--- src/rtl/tone_mixer.sv ---
// tone_mixer: square-wave tone generator and mixer.
//
// CH independent channels each produce a square wave whose half-period is
// set by a per-channel divider. The channels share one effective volume
// level, are summed and rescaled, and are presented as one registered
// signed sample on both stereo outputs. The user volume moves in single
// steps on up/down pulses; the applied volume glides toward the user
// volume (or toward silence while muted) one level every RAMP_CYC cycles
// so that volume changes and mute do not produce audible clicks.
module tone_mixer #(
  parameter int CH       = 2,
  parameter int DIV_W    = 22,
  parameter int SAMPLE_W = 16,
  parameter int VOL_BITS = 3,
  parameter int VOL_INIT = 4,
  parameter int RAMP_CYC = 250000
) (
  input  logic                       clk,
  input  logic                       rst,
  input  logic [CH*DIV_W-1:0]        freq_div,
  input  logic                       vol_up,
  input  logic                       vol_down,
  input  logic                       mute,
  output logic signed [SAMPLE_W-1:0] audio_left,
  output logic signed [SAMPLE_W-1:0] audio_right,
  output logic [VOL_BITS-1:0]        volume,
  output logic [VOL_BITS-1:0]        eff_volume,
  output logic                       ramping
);

  // Sum of CH full-scale contributions needs log2(CH) extra bits; the
  // final arithmetic shift brings it back to SAMPLE_W without overflow.
  localparam int LOG_CH  = $clog2(CH);
  localparam int MIX_W   = SAMPLE_W + LOG_CH;
  // One volume level is worth 2^STEP_SH sample units, so the top level
  // stays just below positive full scale.
  localparam int STEP_SH = SAMPLE_W - 1 - VOL_BITS;
  // Ramp counter wide enough for 0..RAMP_CYC-1 (at least one bit).
  localparam int RC_W    = (RAMP_CYC > 1) ? $clog2(RAMP_CYC) : 1;

  localparam logic [VOL_BITS-1:0] VOL_MAX   = '1;
  localparam logic [VOL_BITS-1:0] VOL_RESET = VOL_BITS'(VOL_INIT);
  localparam logic [RC_W-1:0]     RAMP_LAST = RC_W'(RAMP_CYC - 1);

  // ---------------------------------------------------------------------
  // Channel oscillators
  // ---------------------------------------------------------------------
  logic [DIV_W-1:0]        freq_ch   [CH];
  logic [DIV_W-1:0]        freq_prev [CH];
  logic [DIV_W-1:0]        cnt       [CH];
  logic                    phase     [CH];

  // Unpack the flat divider bus into one word per channel.
  always_comb begin
    // NOTE: every variable assigned in always_comb gets a value on every
    // path (here via the loop covering all channels) so no latch is inferred.
    for (int i = 0; i < CH; i++) begin
      freq_ch[i] = freq_div[i*DIV_W +: DIV_W];
    end
  end

  // Per-channel half-period counter and phase; a divider change restarts
  // the wave at phase 0 so a new note always begins on a clean edge.
  always_ff @(posedge clk) begin
    // NOTE: the counter and divider-copy arrays are reset explicitly; they
    // are a handful of flops, and leaving them unknown would let a stale
    // half-period leak across reset.
    if (rst) begin
      for (int i = 0; i < CH; i++) begin
        // NOTE: sequential state uses non-blocking assignments so every
        // register samples pre-edge values regardless of statement order.
        freq_prev[i] <= '0;
        cnt[i]       <= '0;
        phase[i]     <= 1'b0;
      end
    end else begin
      for (int i = 0; i < CH; i++) begin
        freq_prev[i] <= freq_ch[i];
        if (freq_ch[i] == '0) begin
          cnt[i]   <= '0;
          phase[i] <= 1'b0;
        end else if (freq_ch[i] != freq_prev[i]) begin
          cnt[i]   <= '0;
          phase[i] <= 1'b0;
        end else if (cnt[i] == freq_ch[i] - DIV_W'(1)) begin
          cnt[i]   <= '0;
          phase[i] <= ~phase[i];
        end else begin
          cnt[i]   <= cnt[i] + DIV_W'(1);
        end
      end
    end
  end

  // ---------------------------------------------------------------------
  // Volume control
  // ---------------------------------------------------------------------
  logic [VOL_BITS-1:0] target;
  logic [RC_W-1:0]     ramp_cnt;

  // Silence is the target while muted; the stored volume is kept so that
  // unmuting returns to the level the user chose.
  assign target  = mute ? '0 : volume;
  assign ramping = (eff_volume != target);

  // User volume: saturating single steps; simultaneous up and down cancel.
  always_ff @(posedge clk) begin
    if (rst) begin
      volume <= VOL_RESET;
    end else if (vol_up && !vol_down) begin
      if (volume != VOL_MAX) volume <= volume + VOL_BITS'(1);
    end else if (vol_down && !vol_up) begin
      if (volume != '0) volume <= volume - VOL_BITS'(1);
    end
  end

  // Applied volume glides one level per RAMP_CYC cycles toward the target.
  // A target change mid-ramp keeps the running count and simply steers
  // the next step in the new direction.
  always_ff @(posedge clk) begin
    if (rst) begin
      eff_volume <= VOL_RESET;
      ramp_cnt   <= '0;
    end else if (eff_volume == target) begin
      ramp_cnt   <= '0;
    end else if (ramp_cnt == RAMP_LAST) begin
      ramp_cnt   <= '0;
      if (eff_volume < target) eff_volume <= eff_volume + VOL_BITS'(1);
      else                     eff_volume <= eff_volume - VOL_BITS'(1);
    end else begin
      ramp_cnt   <= ramp_cnt + RC_W'(1);
    end
  end

  // ---------------------------------------------------------------------
  // Mixer
  // ---------------------------------------------------------------------
  logic signed [MIX_W-1:0] mag;
  logic signed [MIX_W-1:0] mix_sum;
  logic signed [MIX_W-1:0] mix_shift;

  // Sum +/- the shared magnitude for every sounding channel, then rescale.
  // A channel sounds once its divider copy is non-zero, so a new note
  // enters the mix in step with its restarted phase.
  always_comb begin
    mag     = MIX_W'(eff_volume) <<< STEP_SH;
    mix_sum = '0;
    for (int i = 0; i < CH; i++) begin
      if (freq_prev[i] != '0) begin
        mix_sum = phase[i] ? (mix_sum - mag) : (mix_sum + mag);
      end
    end
    mix_shift = mix_sum >>> LOG_CH;
  end

  // Registered output sample, mirrored onto both stereo channels.
  always_ff @(posedge clk) begin
    if (rst) begin
      audio_left  <= '0;
      audio_right <= '0;
    end else begin
      audio_left  <= mix_shift[SAMPLE_W-1:0];
      audio_right <= mix_shift[SAMPLE_W-1:0];
    end
  end

endmodule

--- config.mk ---
export PLATFORM = sky130hd
export DESIGN_NAME = tone_mixer
export DESIGN_NICKNAME = d
export VERILOG_FILES = /design/src/rtl/tone_mixer.sv
export SDC_FILE = /design/constraint.sdc
export NUM_CORES = 1
export LEC_CHECK = 0
export CAP_MARGIN = 20
export CORE_MARGIN = 10
export CORE_UTILIZATION = 36
export CTS_CLUSTER_DIAMETER = 50
export DETAILED_ROUTE_END_ITERATION = 16
export PLACE_DENSITY_LB_ADDON = 0.12
export SYNTH_ARGS = -nofsm -noshare
export SYNTH_HDL_FRONTEND = slang
export SYNTH_SLANG_ARGS = --single-unit
export TNS_END_PERCENT = 5
--- constraint.sdc ---
create_clock -name clk -period 4.6 [get_ports clk]
set_input_delay 0.92 -clock clk [delete_from_list [all_inputs] [get_ports clk]]
set_output_delay 0.92 -clock clk [all_outputs]
set_load 0.01 [all_outputs]
# Word level (Yosys, flattened, before mapping)
# Memories as Yosys holds them, arrays and structs flattened.
# Cells that the tools add are included.
# Widths: inputs -> output; s select.
dict set report totals {
  register_bits 40
  wordCells 125
  memories 3
  input_bits 49
  out_inout_bits 39
  ram_bits 90
}
dict set report classes {
  bitwise_logic 19
  mux 63
  n_reduce_logical 14
  eq_ne 9
  magnitude_cmp 1
  n_addsub 12
}
# name words width rd rd_ports_with_merged_regs write_ports line_no
set mem_list {}
lappend mem_list {cnt 2 22 2 0 2 50} ;# logic [DIV_W-1:0] cnt [CH];
lappend mem_list {freq_prev 2 22 2 0 2 49} ;# logic [DIV_W-1:0] freq_prev [CH];
lappend mem_list {phase 2 1 2 0 2 51} ;# logic phase [CH];
# cell n
set op_table {}
lappend op_table {{$mux 22} 10}
lappend op_table {{$mux 17} 4}
lappend op_table {{$add 22x1->22 const B} 2}
lappend op_table {{$eq 22x22->1} 2}
lappend op_table {{$logic_not 22->1} 2}
lappend op_table {{$ne 22x22->1} 2}
lappend op_table {{$reduce_bool 22->1} 2}
lappend op_table {{$sub 22x1->22 const B} 2}
lappend op_table {{$mux 1} 43}
lappend op_table {{$add 18x1->18 const B} 1}
lappend op_table {{$eq 18x18->1 const B} 1}
lappend op_table {{$mux 3} 6}
lappend op_table {{$add 17x16->17} 1}
lappend op_table {{$sub 17x16->17} 1}
lappend op_table {{$or 1x1->1} 16}
lappend op_table {{$sub 1x15->16 const A} 1}
lappend op_table {{$add 3x1->3 const B} 2}
lappend op_table {{$sub 3x1->3 const B} 2}
lappend op_table {{$reduce_bool 2->1} 2}
lappend op_table {{$eq 3x3->1} 1}
lappend op_table {{$lt 3x3->1} 1}
lappend op_table {{$ne 3x3->1} 1}
lappend op_table {{$ne 3x3->1 const B} 1}
lappend op_table {{$not 1->1} 3}
lappend op_table {{7 further kinds} 9}

# Depth between registers and ports, before layout
# Gate-level depths: netlist of run 1.
dict set report logic_depth {
  ltp_word 9
  ltp_mapped 12
  depth_no_buf 12
}

# Worst setup path after synthesis of run 1
# Ideal clock, no wire load.
dict set report synth_path {
  path_type {input-to-reg}
  start {in freq_div[22]}
  end {mem cnt[1][12], data pin}
  stages 12
  t_required_ns 4.323
  slack_ns 0.821
  setup_ns 0.277
  arrival_ns 3.502
  n_path_buf 3
  path_cell_list {clkbuf_1 -> inv_1 -> ha_1 -> or4b_4 -> buf_6 -> o21a_1 -> or4_1 -> nand3_1 -> nand4_2 -> a2111oi_4 -> buf_6 -> nor3_2}
}
# item line_no
set synth_lines {}
lappend synth_lines {{from (decl)} 20} ;# input logic [CH*DIV_W-1:0] freq_div,
lappend synth_lines {{to (decl)} 50}

==> summary.md, run 1 <==
| Metric | Value |
|---|---|
| Final worst path period need | 3.858 ns |
| Critical path class | in -> reg |
| Htree depth | 4 |
| Top-Level Pins | 88 |
| # fillers | 2123 |
| ANT cells | 0 |
| Routability cong. | 0.8636 |
| WL per Instance | 15.83 um |
| Seq/Total Area, Yosys | 36.81% |
| Via density | 4.894 |
| Ys flop type | dfxtp_1 |
| Post-Route WL | 19320 um |
| Port Buf Inserts | 65 |
| Slew Limit Fails | 0 |
| Post-synth EDFFs | 46 |
| Total CTS buffers | 17 |
| Final Hold Fails | 0 |
| Worst Setup Start Kind | primary input |
| Initial Util | 36.63% |
| Crit path DAT | 4.00 ns |
| Worst IR drop on VDD | 0.0002442 V |
| CORE AREA | 21090 sq um |
| Drt pass-1 iters | 5 |
| CP required | 4.74 ns |
| Layout cells sized above 1 | 9.524% |
| Post-synthesis simple-gate area fraction | 29.22% |
| Longest Clk Path Bufs | 2 |
| Overall power | 2.783 mW |
| Outcome | finished clean |
| Xor/xnor share of the synthesized area | 17.58% |
| Max_slew headroom | 36.35% |
| Max Fclk | 259.2 MHz |
| Post-route cell area | 9228 sq um |
| Clock root cell | clkbuf_16 |
| Tcrit/Tclk final | 83.87% |
| Worst Hold Class | reg -> reg |
| Die width | 166.5 um |
| Worst path cell trace | clkdlybuf4s50_1 -> or4_4 -> nor4_4 -> and3_1 -> mux2_2 -> a21o_1 -> a2111oi_4 -> buf_4 -> or2_2 |
| Largest family of logic cells by synthesized area | simple AND/OR/NAND/NOR gates |
| CTS clk-pin slew, worst paths | 0.06 ns |
| Final setup fails | 0 |
| CTS tree | yes |
| Global-route wire length before repair | 31760 um |
| Worst-Margin Slew | 0.9469 ns |
| Cell Pwr Density | 301.6 nW/um^2 |
| ANT nets after route | 0 |
| Max stage delay on crit path | 0.63 ns |
| Resized Gates After CTS | 0 |
| Synth-to-layout area growth | 19.47% |
| Avg Inst Size Synth | 9.217 sq um |
| Synth unique cells | 62 |
| Critical Path End Type | flop |
| Post-DP Area | 8683 sq um |
| Worst-path fanout max | 13 |
| Mux cell area share after synthesis | 1.847% |
| RSZ-0062 raised after global routing | no |
| Synth async-reset ratio | 0% |
| Drt first-iter violations | 363 |
| Fin nets | 999 |
| Num rows | 53 |
| Post-Syn Instances | 838 |
| Die area | 27710 sq um |
| Post-Synth Adder-Cell Area | 3.046% |
| Global-route usage over all layers | 13.86% |
| DRC | 0 |
| GRT overflow | 0 |
| Setup Buffers After CTS | 0 |
| Vias in the first global route | 6029 |
| # hold bufs at CTS | 0 |
| Initial antenna violation count | 2 |
| Synthesized area | 7724 sq um |
| Clk sinks | 119 |
| #FFs+latches synth | 119 |
| Via count | 5971 |
| Sequential cell area | 2843 sq um |
| Max Cap Viol | 0 |
| Largest net degree at the start of global routing | 57 |
| Compound-cell area share of the yosys netlist | 5.087% |
| Crit-path slowest cell | or4_4 |
| Area of the multi-input gates | 4644 sq um |
| Detail Placement HPWL | 14650 um |
| Leak | 3.349 nW |
| Die Span Y | 166.5 um |
| Setup TNS | 0 ns |
| Clock Skew | 0.01019 ns |
| Clk_lat worst skew | 0.42 ns |
| Yosys warning total | 0 |
==> Yosys cell counts (3+ instances only) <==
library cell  instances  area, sq um
xor2_1               83        727.0
nor3b_1               5        37.54
nor4b_1               6        52.55
nor4_1               34        212.7
inv_1                23        86.33
buf_2                 9        45.04
nor3_1               49        245.2
edfxtp_1             46         1381
clkbuf_1             28        105.1
nor2_1               79        296.5
nand3_1              32        160.2
mux2i_1              12        120.1
a31oi_1               6        37.54
nand2_1              33        123.9
nand3b_1              3        22.52
ha_1                 14        175.2
or2_2                 6        37.54
and4_1                7        61.31
nand2b_1              7        43.79
nand4_1              20        125.1
nor4_4                3        63.81
fa_1                  3        60.06
or3_1                 6        37.54
o21a_1                3        22.52
o21ai_0               9        45.04
nor3_2               21        210.2
buf_6                 4        45.04
xnor2_1              72        630.6
a21o_1                3        22.52
a21oi_1              13        65.06
or4_1                 3        22.52
dfxtp_1              73         1461
nor2b_1              43        269.0
buf_4                27        202.7
and3_1               19        118.9
==> cell type report <==
| class | count | share of cell area, % |
|---|---|---|
| sequential | 119 | 30.81 |
| tap | 275 | 3.729 |
| clock inverter | 8 | 0.4881 |
| clock buffer | 23 | 5.410 |
| inverter | 23 | 0.9356 |
| timing repair buffer | 81 | 8.298 |
| multi-input combinational | 691 | 50.33 |
==> routing by layer <==
metal / wire length (um) / part of all wire (%) / vias to the layer above / GRT usage (%)
met5: 38 / 0.20 / - / 0
met3: 905 / 4.7 / 16 / 4.001
met4: 184 / 0.95 / 4 / 4.009
met2: 8630 / 45 / 102 / 21.43
met1: 9557 / 49 / 2809 / 18.34
li1: - / - / 3040 / -
==> worst paths after layout <==
check / cells after the start / slack (ns) / from / end
worst min-delay path: 1 / 0.47 / ramp_cnt[0]$_SDFF_PP0_ / ramp_cnt[0]$_SDFF_PP0_
worst max-delay path: 9 / 0.74 / freq_div[29] / phase[1]$_SDFFCE_PN0P_
worst min register to register: 1 / 0.47 / ramp_cnt[0]$_SDFF_PP0_ / ramp_cnt[0]$_SDFF_PP0_
worst max register to register: 11 / 1.77 / freq_prev[0][0]$_SDFF_PP0_ / audio_right[15]$_SDFF_PP0_
==> critical path: cells and delay by family <==
kind / cells / cell delay, ns
multiplexers: 1 / 0.35
AO/OA/AOI/OAI: 2 / 0.51
AND/OR/NAND/NOR: 4 / 1.37
buffers and inverters: 2 / 0.84
==> registers in the layout, indices dropped and copies added (netlist names) <==
| signal | flops |
|---|---|
| volume | 3 |
| phase | 2 |
| audio_right | 5 |
| ramp_cnt | 18 |
| eff_volume | 3 |
| freq_prev | 44 |
| cnt | 44 |
==> cells by family after synthesis <==
| logic type | count (synthesis) |
|---|---|
| buf+inv | 92 |
| simple gates | 386 |
| xor+xnor | 155 |
| compound gates | 53 |
| other cells | 2 |
| mux | 14 |
| fa+ha+maj | 17 |
| flops | 119 |
==> report_power, final <==
| group | internal [mW] | switching (mW) |
|---|---|---|
| Clock | 0.755 | 0.479 |
| Combinational | 0.167 | 0.190 |
| Sequential | 1.14 | 0.0524 |
==> metrics by stage <==
stage / utilization, % / setup slack (ns) / hold WS, ns / cells
global placement: 41.18 / 0.3794 / 0.4451 / 1189
CTS: 43.76 / 0.7642 / 0.4673 / 1220
floorplan: - / 0.8206 / 0.4295 / 902
detailed placement: 41.18 / 0.3411 / 0.4539 / 1189
global route: 43.76 / 0.4397 / 0.5076 / 1220
finish: 43.76 / 0.7420 / 0.4650 / 1220
==> cell usage in the layout, fill, tap and decap left out, types with 6 or more instances in the layout <==
| master | instances |
|---|---|
| or2_2 | 6 |
| and4_1 | 7 |
| xor2_1 | 83 |
| buf_4 | 16 |
| nand3_1 | 32 |
| a31oi_1 | 6 |
| o21ai_0 | 9 |
| inv_1 | 23 |
| and3_1 | 19 |
| nand4_1 | 20 |
| nand2b_1 | 7 |
| nor3_2 | 21 |
| clkbuf_16 | 18 |
| nand2_1 | 33 |
| nor2b_1 | 43 |
| nor2_1 | 79 |
| mux2i_1 | 12 |
| ha_1 | 14 |
| dfxtp_1 | 73 |
| nor4_1 | 34 |
| xnor2_1 | 72 |
| conb_1 | 66 |
| nor3_1 | 49 |
| nor4b_1 | 6 |
| clkdlybuf4s50_1 | 64 |
| a21oi_1 | 13 |
| or3_1 | 6 |
| edfxtp_1 | 46 |
Power figures use the tool's default switching activity.
==> run 2, diff against run 1 <==
- clock period: 4.6 -> 3.85 ns (I/O delays scaled with it)
==> summary.md, run 2 (synthesized netlist as in run 1, its figures left out) <==
| Metric | Value |
|---|---|
| Die width | 166.5 um |
| Htree depth | 4 |
| Die Span Y | 166.5 um |
| DRC | 0 |
| Routability cong. | 0.8656 |
| Max_slew headroom | 42.22% |
| Critical Path End Type | flop |
| WL per Instance | 15.27 um |
| Port Buf Inserts | 65 |
| Clock root cell | clkbuf_16 |
| Overall power | 3.401 mW |
| RSZ-0062 raised after global routing | no |
| Num rows | 53 |
| GRT overflow | 0 |
| Max Fclk | 285.8 MHz |
| Most frequent cells in the layout | xor2_1, nor2_1, dfxtp_1 |
| Area of the multi-input gates | 4644 sq um |
| Reg2reg setup slack | 1.09 ns |
| Worst Setup Start Kind | primary input |
| Longest Clk Path Bufs | 2 |
| Outcome | finished clean |
| Cell Pwr Density | 355.8 nW/um^2 |
| Clock Skew | 0.008884 ns |
| Detail Placement HPWL | 14960 um |
| Post-route cell area | 9557 sq um |
| Largest regs | cnt (44), freq_prev (44), ramp_cnt (18) |
| Placed Cells | 1222 |
| Max Cap Viol | 0 |
| CTS clk-pin slew, worst paths | 0.06 ns |
| Total CTS buffers | 17 |
| Post-DP Area | 8981 sq um |
| Final Hold Fails | 0 |
| Resized Gates After CTS | 0 |
| Drt pass-1 iters | 4 |
| Global-route usage over all layers | 13.84% |
| CP required | 4.02 ns |
| Via count | 6035 |
| Setup Buffers After CTS | 0 |
| Setup WS post-layout | 0.3513 ns |
| Crit path DAT | 3.67 ns |
| Pre-CTS setup slack | -0.07095 ns |
| Largest net degree at the start of global routing | 58 |
| Leading cell type in the layout, fill and taps excluded | xor2_1 |
| Vias in the first global route | 6082 |
| CTS tree | yes |
| # fillers | 2121 |
| Final setup fails | 0 |
| Final worst path period need | 3.499 ns |
| Synth-to-layout area growth | 23.73% |
| Layout Cells excl Fill | 1254 |
| ANT cells | 0 |
| # hold bufs at CTS | 0 |
| ANT nets after route | 0 |
| Worst-Margin Slew | 0.8596 ns |
| Sequential cell area | 2843 sq um |
| Die area | 27710 sq um |
| Min Hold Slack | 0.4638 ns |
| Initial antenna violation count | 1 |
| Clk_lat worst skew | 0.41 ns |
| Initial Util | 36.63% |
| Worst Hold Class | reg -> reg |
| Global-route wire length before repair | 31880 um |
| Worst IR drop on VDD | 0.0002653 V |
| Fin nets | 1032 |
| Tcrit/Tclk final | 90.87% |
| CORE AREA | 21090 sq um |
| Drt first-iter violations | 306 |
| Top-Level Pins | 88 |
| Slew Limit Fails | 0 |
| Clk sinks | 119 |
| Critical path class | in -> reg |
| Post-Route WL | 19140 um |
| Via density | 4.813 |
| Leak | 3.535 nW |
| Worst-path fanout max | 24 |
| Layout cells sized above 1 | 12.87% |
## run 2: cell count changes in the layout (fill, tap and decap cells not counted), moves of 2 or more
| cell | delta |
|---|---|
| buf_4 | +29 |
| buf_12 | +4 |
| clkinv_2 | -3 |
| inv_6 | +3 |
| clkbuf_1 | -2 |
| clkbuf_8 | -2 |
| clkinvlp_4 | +2 |
## run 2: critical path: stages
cell	delay (ns)
clkdlybuf4s50_1	0.42
inv_1	0.09
ha_1	0.18
or4b_4	0.52
buf_4	0.17
nor3_1	0.32
o21ai_0	0.15
o32ai_1	0.50
a2111oi_4	0.07
buf_12	0.19
or2_2	0.28
## run 2: stage by stage
stage	TNS (ns)	util, %
3_5_place_dp	-0.07095	42.59
4_1_cts	0	45.32
2_1_floorplan	0	-
6_report	0	45.32
5_1_grt	0	45.32
3_3_place_gp	-0.03471	42.59
## run 2: per-layer routing
metal  global-route usage, %  part of all wire [%]  up-vias
met1                   18.41                    48     2784
met2                   21.57                    45      113
met5                       0                 0.063        -
met3                   3.554                   5.1       17
met4                   4.047                   1.1        2
li1                        -                     -     3119
## run 2: path summary, 6_finish.rpt
path,to,startpoint,depth (start not counted)
setup / recovery,phase[1]$_SDFFCE_PN0P_,freq_div[23],11
hold / removal,ramp_cnt[0]$_SDFF_PP0_,ramp_cnt[0]$_SDFF_PP0_,1
setup reg to reg,audio_right[15]$_SDFF_PP0_,freq_prev[0][0]$_SDFF_PP0_,11
hold reg to reg,ramp_cnt[0]$_SDFF_PP0_,ramp_cnt[0]$_SDFF_PP0_,1
## run 2: power breakdown
part / switching (mW) / internal [mW] / total, mW
combinational: 0.231 / 0.218 / 0.449
sequential: 0.0617 / 1.36 / 1.42
clock: 0.608 / 0.921 / 1.53
## run 2: final cells by class
cell class | count | area share [%]
tap | 275 | 3.600
multi-input combinational | 691 | 48.60
clock buffer | 20 | 5.119
sequential | 119 | 29.75
timing repair buffer | 114 | 11.13
clock inverter | 12 | 0.9034
inverter | 23 | 0.9034
==> run 3, diff against run 2 <==
- ABC_AREA: default -> 0
- CORE_UTILIZATION: 36 -> 44
==> summary.md, run 3 (synthesized netlist as in run 1, its figures left out) <==
| Metric | Value |
|---|---|
| Layout Cells excl Fill | 1200 |
| Worst-Margin Slew | 0.8646 ns |
| Initial Util | 44.81% |
| Largest net degree at the start of global routing | 58 |
| Die Span Y | 152.5 um |
| Final setup fails | 0 |
| Resized Gates After CTS | 0 |
| CTS tree | yes |
| Worst path cell trace | clkdlybuf4s50_1 -> inv_1 -> ha_1 -> or4b_4 -> buf_4 -> nor3_1 -> nand4b_1 -> o21ai_0 -> o32ai_1 -> buf_4 -> a2111oi_4 -> buf_4 -> buf_12 -> nor3_2 |
| GRT overflow | 0 |
| CP required | 4.01 ns |
| WL per Instance | 15.29 um |
| Layout cells sized above 1 | 12.51% |
| Htree depth | 4 |
| Clock Skew | 0.008104 ns |
| Setup TNS | 0 ns |
| Port Buf Inserts | 65 |
| Final Hold Fails | 0 |
| CTS clk-pin slew, worst paths | 0.06 ns |
| Worst Hold Class | reg -> reg |
| Global-route wire length before repair | 30420 um |
| Leading cell type in the layout, fill and taps excluded | xor2_1 |
| Outcome | finished clean |
| Worst-path fanout max | 7 |
| Post-DP Area | 8864 sq um |
| Crit-path slowest cell | or4b_4 |
| Max Fclk | 287.7 MHz |
| Max Cap Viol | 0 |
| Die width | 152.5 um |
| Vias in the first global route | 5871 |
| Longest Clk Path Bufs | 2 |
| Clk_lat worst skew | 0.41 ns |
| Initial antenna violation count | 0 |
| Via count | 6081 |
| Routability cong. | 0.8691 |
| Clk sinks | 119 |
| Global-route usage over all layers | 15.74% |
| Die area | 23250 sq um |
| Slew Limit Fails | 0 |
| Critical Path End Type | flop |
| Num rows | 48 |
| Most frequent cells in the layout | xor2_1, nor2_1, dfxtp_1 |
| Clock root cell | clkbuf_16 |
| Cell Pwr Density | 365.6 nW/um^2 |
| Worst Setup Start Kind | primary input |
| # hold bufs at CTS | 0 |
| Top cell by count, worst path | buf_4 |
| Worst IR drop on VDD | 0.0003094 V |
| Critical path class | in -> reg |
| DRC | 0 |
| Fin nets | 1028 |
| Overall power | 3.464 mW |
| Final worst path period need | 3.476 ns |
| Max_slew headroom | 41.88% |
| Post-route cell area | 9475 sq um |
| Min Hold Slack | 0.4616 ns |
| Drt pass-1 iters | 4 |
| ANT cells | 0 |
| Tcrit/Tclk final | 90.29% |
| Detail Placement HPWL | 14180 um |
| RSZ-0062 raised after global routing | no |
| Synth-to-layout area growth | 22.68% |
| Placed Cells | 1168 |
| Total CTS buffers | 17 |
| CORE AREA | 17240 sq um |
| Post-Route WL | 18350 um |
| Largest regs | cnt (44), freq_prev (44), ramp_cnt (18) |
| Max stage delay on crit path | 0.52 ns |
| Leak | 3.523 nW |
| Via density | 5.068 |
| Setup Buffers After CTS | 0 |
| Top-Level Pins | 88 |
| # fillers | 1615 |
| Drt first-iter violations | 368 |
| ANT nets after route | 0 |
| Crit path DAT | 3.64 ns |
[run 3: changes by cell type in the layout (fill, tap and decap cells not counted), sizes merged]
cell,before,now
inv,29,26
clkinv,3,6
bufinv,0,1
clkinvlp,3,2
buf,50,46
[run 3: layout make-up]
| class | instances | area (sq um) | share of cell area [%] |
|---|---|---|---|
| repair buffers | 110 | 1008 | 10.64 |
| well taps | 225 | 281.5 | 2.971 |
| multi-input cells | 691 | 4644 | 49.02 |
| flip-flops and latches | 119 | 2843 | 30.00 |
| clock inverters | 12 | 111.4 | 1.175 |
| clock buffers | 20 | 500.5 | 5.282 |
| inverters | 23 | 86.33 | 0.9111 |
[run 3: final timing paths]
check / depth (start not counted) / slack, ns / endpoint / from
worst max-delay path: 14 / 0.37 / cnt[1][13]$_SDFFCE_PN0P_ / freq_div[23]
worst min-delay path: 1 / 0.46 / ramp_cnt[0]$_SDFF_PP0_ / ramp_cnt[0]$_SDFF_PP0_
worst max register to register: 11 / 1.09 / audio_right[15]$_SDFF_PP0_ / freq_prev[0][0]$_SDFF_PP0_
worst min register to register: 1 / 0.46 / ramp_cnt[0]$_SDFF_PP0_ / ramp_cnt[0]$_SDFF_PP0_
[run 3: report_power, final]
group / leakage (nW) / internal [mW] / switching [mW] / total, mW
logic: 2.14 / 0.213 / 0.228 / 0.441
registers: 1.08 / 1.36 / 0.0614 / 1.42
clock network: 0.299 / 1.01 / 0.594 / 1.60
total: 3.52 / 2.58 / 0.883 / 3.46
[run 3: worst max-delay path, delay by kind of cell]
family	cells	cell delay, ns
buffers and inverters	6	1.18
adders and majority gates	1	0.18
AOI/OAI and AO/OA	3	0.45
and+or+nand+nor	4	1.05
[run 3: routing by layer]
layer	global-route usage [%]	part of all wire, %	wire length, um	vias up
met2	23.20	43	7860	144
met5	0	0	0	-
met4	4.814	1.3	231	0
met3	4.262	5.3	971	21
met1	21.84	51	9280	2818
li1	-	-	-	3098
[run 3: through the flow]
step	setup WS, ns	utilization (%)
after floorplan	0.2206	-
after global placement	0.009390	51.42
after detailed placement	-0.04207	51.42
after CTS	0.3744	54.97
after global routing	0.1850	54.97
final	0.3739	54.97
==> patch (config.mk and constraints of run 2) <==
Register the input `freq_div` before use, without a reset. The logic sees it one clock later. The other inputs are not delayed to match.
--- a/src/rtl/tone_mixer.sv
+++ b/src/rtl/tone_mixer.sv
@@ -43,4 +43,10 @@
   localparam logic [RC_W-1:0]     RAMP_LAST = RC_W'(RAMP_CYC - 1);
 
+  logic [CH*DIV_W-1:0] freq_div_q;
+
+  always_ff @(posedge clk) begin
+    freq_div_q <= freq_div;
+  end
+
   // ---------------------------------------------------------------------
   // Channel oscillators
@@ -56,5 +62,5 @@
     // path (here via the loop covering all channels) so no latch is inferred.
     for (int i = 0; i < CH; i++) begin
-      freq_ch[i] = freq_div[i*DIV_W +: DIV_W];
+      freq_ch[i] = freq_div_q[i*DIV_W +: DIV_W];
     end
   end
Behaviour: not the same (Yosys sat finds a counterexample within 4 cycles, from zero or initial values and one cycle with rst high).
==> patch against run 2 <==
Area after synthesis up 13%; via count is 8.1% higher; total power rose by 19%; wire length grew 7.8%; final cell count grew 7.3%; register-to-register slack worse by 550 ps; design area rose by 7.5%; setup slack better by 190 ps; non-clock buffer count decreased by 39; critical path depth fell by 2; sequential cell count increased by 44; largest power group is now registers.
==> patch: results (changes against run 2) <==
[cells_and_area]
drive_above_1_share_pct = 5.94  ; was 12.9%
diodes = 0  ; unchanged
fill_cells = 2389  ; was 2121
reg.largest.list = cnt x44, freq_div_q x44, freq_prev x44  ; was cnt x44, freq_prev x44, ramp_cnt x18
final_nets = 1080  ; was 1032

[yosys]
yosys_warnings = 0  ; unchanged
synth_compound_area_share_pct = 7.06  ; was 5.09%
synthDistinctLibCells = 66  ; was 62
synth_xor_area_share_pct = 16.0  ; was 17.6%
ys_top_cells_by_area = dfxtp_1 27%, edfxtp_1 16%, xnor2_1 9.9%, xor2_1 6.1%, nor2_1 3.3%  ; was dfxtp_1 19%, edfxtp_1 18%, xor2_1 9.4%, xnor2_1 8.2%, nor2_1 3.8%
ys_seq_area_share_pct = 42.6  ; was 36.8%
ys_top_cells_by_count = 117 x dfxtp_1, 99 x xnor2_1, 76 x nor2_1  ; was 83 x xor2_1, 79 x nor2_1, 73 x dfxtp_1
synthMuxAreaShare_pct = 0.686  ; was 1.85%
synth_fa_ha_area_share_pct = 2.69  ; was 3.05%
synth_edf_count = 46  ; unchanged
synth-async-reset-ratio_pct = 0  ; unchanged

[placement]
dp_hpwl_mm = 15.4  ; was 15.0 mm
pre_cts_ws_ps = 462  ; was -71.0 ps
place.gp.congestion = 0.814  ; was 0.866
io_buffers = 65  ; unchanged

[clock_network]
clock_latency_ps = 440  ; was 410 ps
post-cts-setup-buffer-count = 0  ; unchanged
clockBufferDepth = 2  ; unchanged
cts_root_buf = clkbuf_16  ; unchanged
clkTransAtPathRegs_ps = 70
hold_buffers = 0  ; unchanged
cts_inserted_buffers = 17  ; unchanged
cts.htree.levels = 4  ; unchanged
cts_repair_resize_count = 0  ; unchanged

[timing]
fin_tns_setup_ps = 0  ; unchanged
slew_headroom_pct = 29.5  ; was 42.2%
fin_worst_skew_ps = 16.2  ; was 8.88 ps

[pwr]
vdd_drop_max_v = 0.000199  ; was 0.000265 V
power_leakage_uw = 0.00372  ; was 0.00353 µW
p_sw_share_pct = 26.0  ; was 26.5%

[setup_path]
critPathMaxFanout = 22  ; was 24
critPathArrivalTime_ps = 3490  ; was 3670 ps

[route]
drtIter0Drc = 386  ; was 306
drt_wl_total_mm = 20.6  ; was 19.1 mm
dr.pass1.iters = 4  ; unchanged
dr_total_vias = 6526  ; was 6035

[global_routing]
antenna_found_initial = 0  ; was 1
grt_usage_pct = 13.5  ; was 13.8%
grt_max_degree = 59  ; was 58
grt_pass1_wl_mm = 34.0  ; was 31.9 mm

[run_status]
status = finished, final reports clean  ; unchanged

[min_path]
min_path_type = register to register  ; unchanged

[patch: cell count changes in the layout (fill, tap and decap cells not counted), sizes merged, moves of 11 or more]
cell,delta
dfxtp,+44
buf,-39
xnor2,+27
a21oi,+23
xor2,-22
nand2,+21
nor3,-21
nand4,+11
[patch: layer usage]
layer	vias up	global-route usage [%]	routed length (µm)
li1	3346	-	-
met4	0	3.89	252
met2	130	19.4	8600
met3	14	3.82	1080
met5	-	0	0
met1	3036	19.2	10700
[patch: cell families after synthesis]
logic type | count (synthesis)
AOI/OAI and AO/OA | 92
xor gates and xnor gates | 160
adders and majority gates | 17
buffers and inverters | 96
DFF | 163
muxes | 6
other | 2
and+or+nand+nor | 396
[patch: final cells by class]
| cell class | instances | share of cell area [%] |
|---|---|---|
| multi-input cells | 737 | 46.3 |
| flip-flops and latches | 163 | 36.2 |
| repair buffers | 75 | 7.01 |
| clock buffers | 19 | 4.52 |
| well taps | 319 | 3.88 |
| clock inverters | 13 | 1.35 |
| inverters | 20 | 0.731 |
[patch: worst max-delay path, stage by stage (launching register included)]
cell       delay, ps
dfxtp_1          370
inv_1            100
ha_1             240
or4b_4           520
or3_1            360
a2111oi_0        460
o211ai_1         250
a2111oi_4        320
buf_4            330
a21oi_1          110
[patch: stage by stage]
step	hold slack, ps	std cells	instance area, µm²
after floorplan	426	996	8990
after global placement	448	1314	9670
after detailed placement	458	1314	9670
after CTS	475	1346	10300
after global routing	508	1346	10300
final	469	1346	10300
[patch: power groups by stage]
| stage | logic (µW) | clock network, µW | registers, µW |
|---|---|---|---|
| after global placement | 366 | 0 | 2000 |
| after detailed placement | 365 | 0 | 2000 |
| after floorplan | 294 | 0 | 1940 |
| final | 367 | 1730 | 1960 |
| after CTS | 367 | 1790 | 1960 |
| after global routing | 413 | 1860 | 1980 |
[patch: final timing paths]
check / startpoint / cells past startpoint / slack (ps) / end
worst min-delay path: ramp_cnt[0] / 1 / 470 / ramp_cnt[0]
worst min register to register: ramp_cnt[0] / 1 / 470 / ramp_cnt[0]
worst max register to register: freq_div_q[0] / 9 / 540 / cnt[0][12]
worst max-delay path: freq_div_q[0] / 9 / 540 / cnt[0][12]
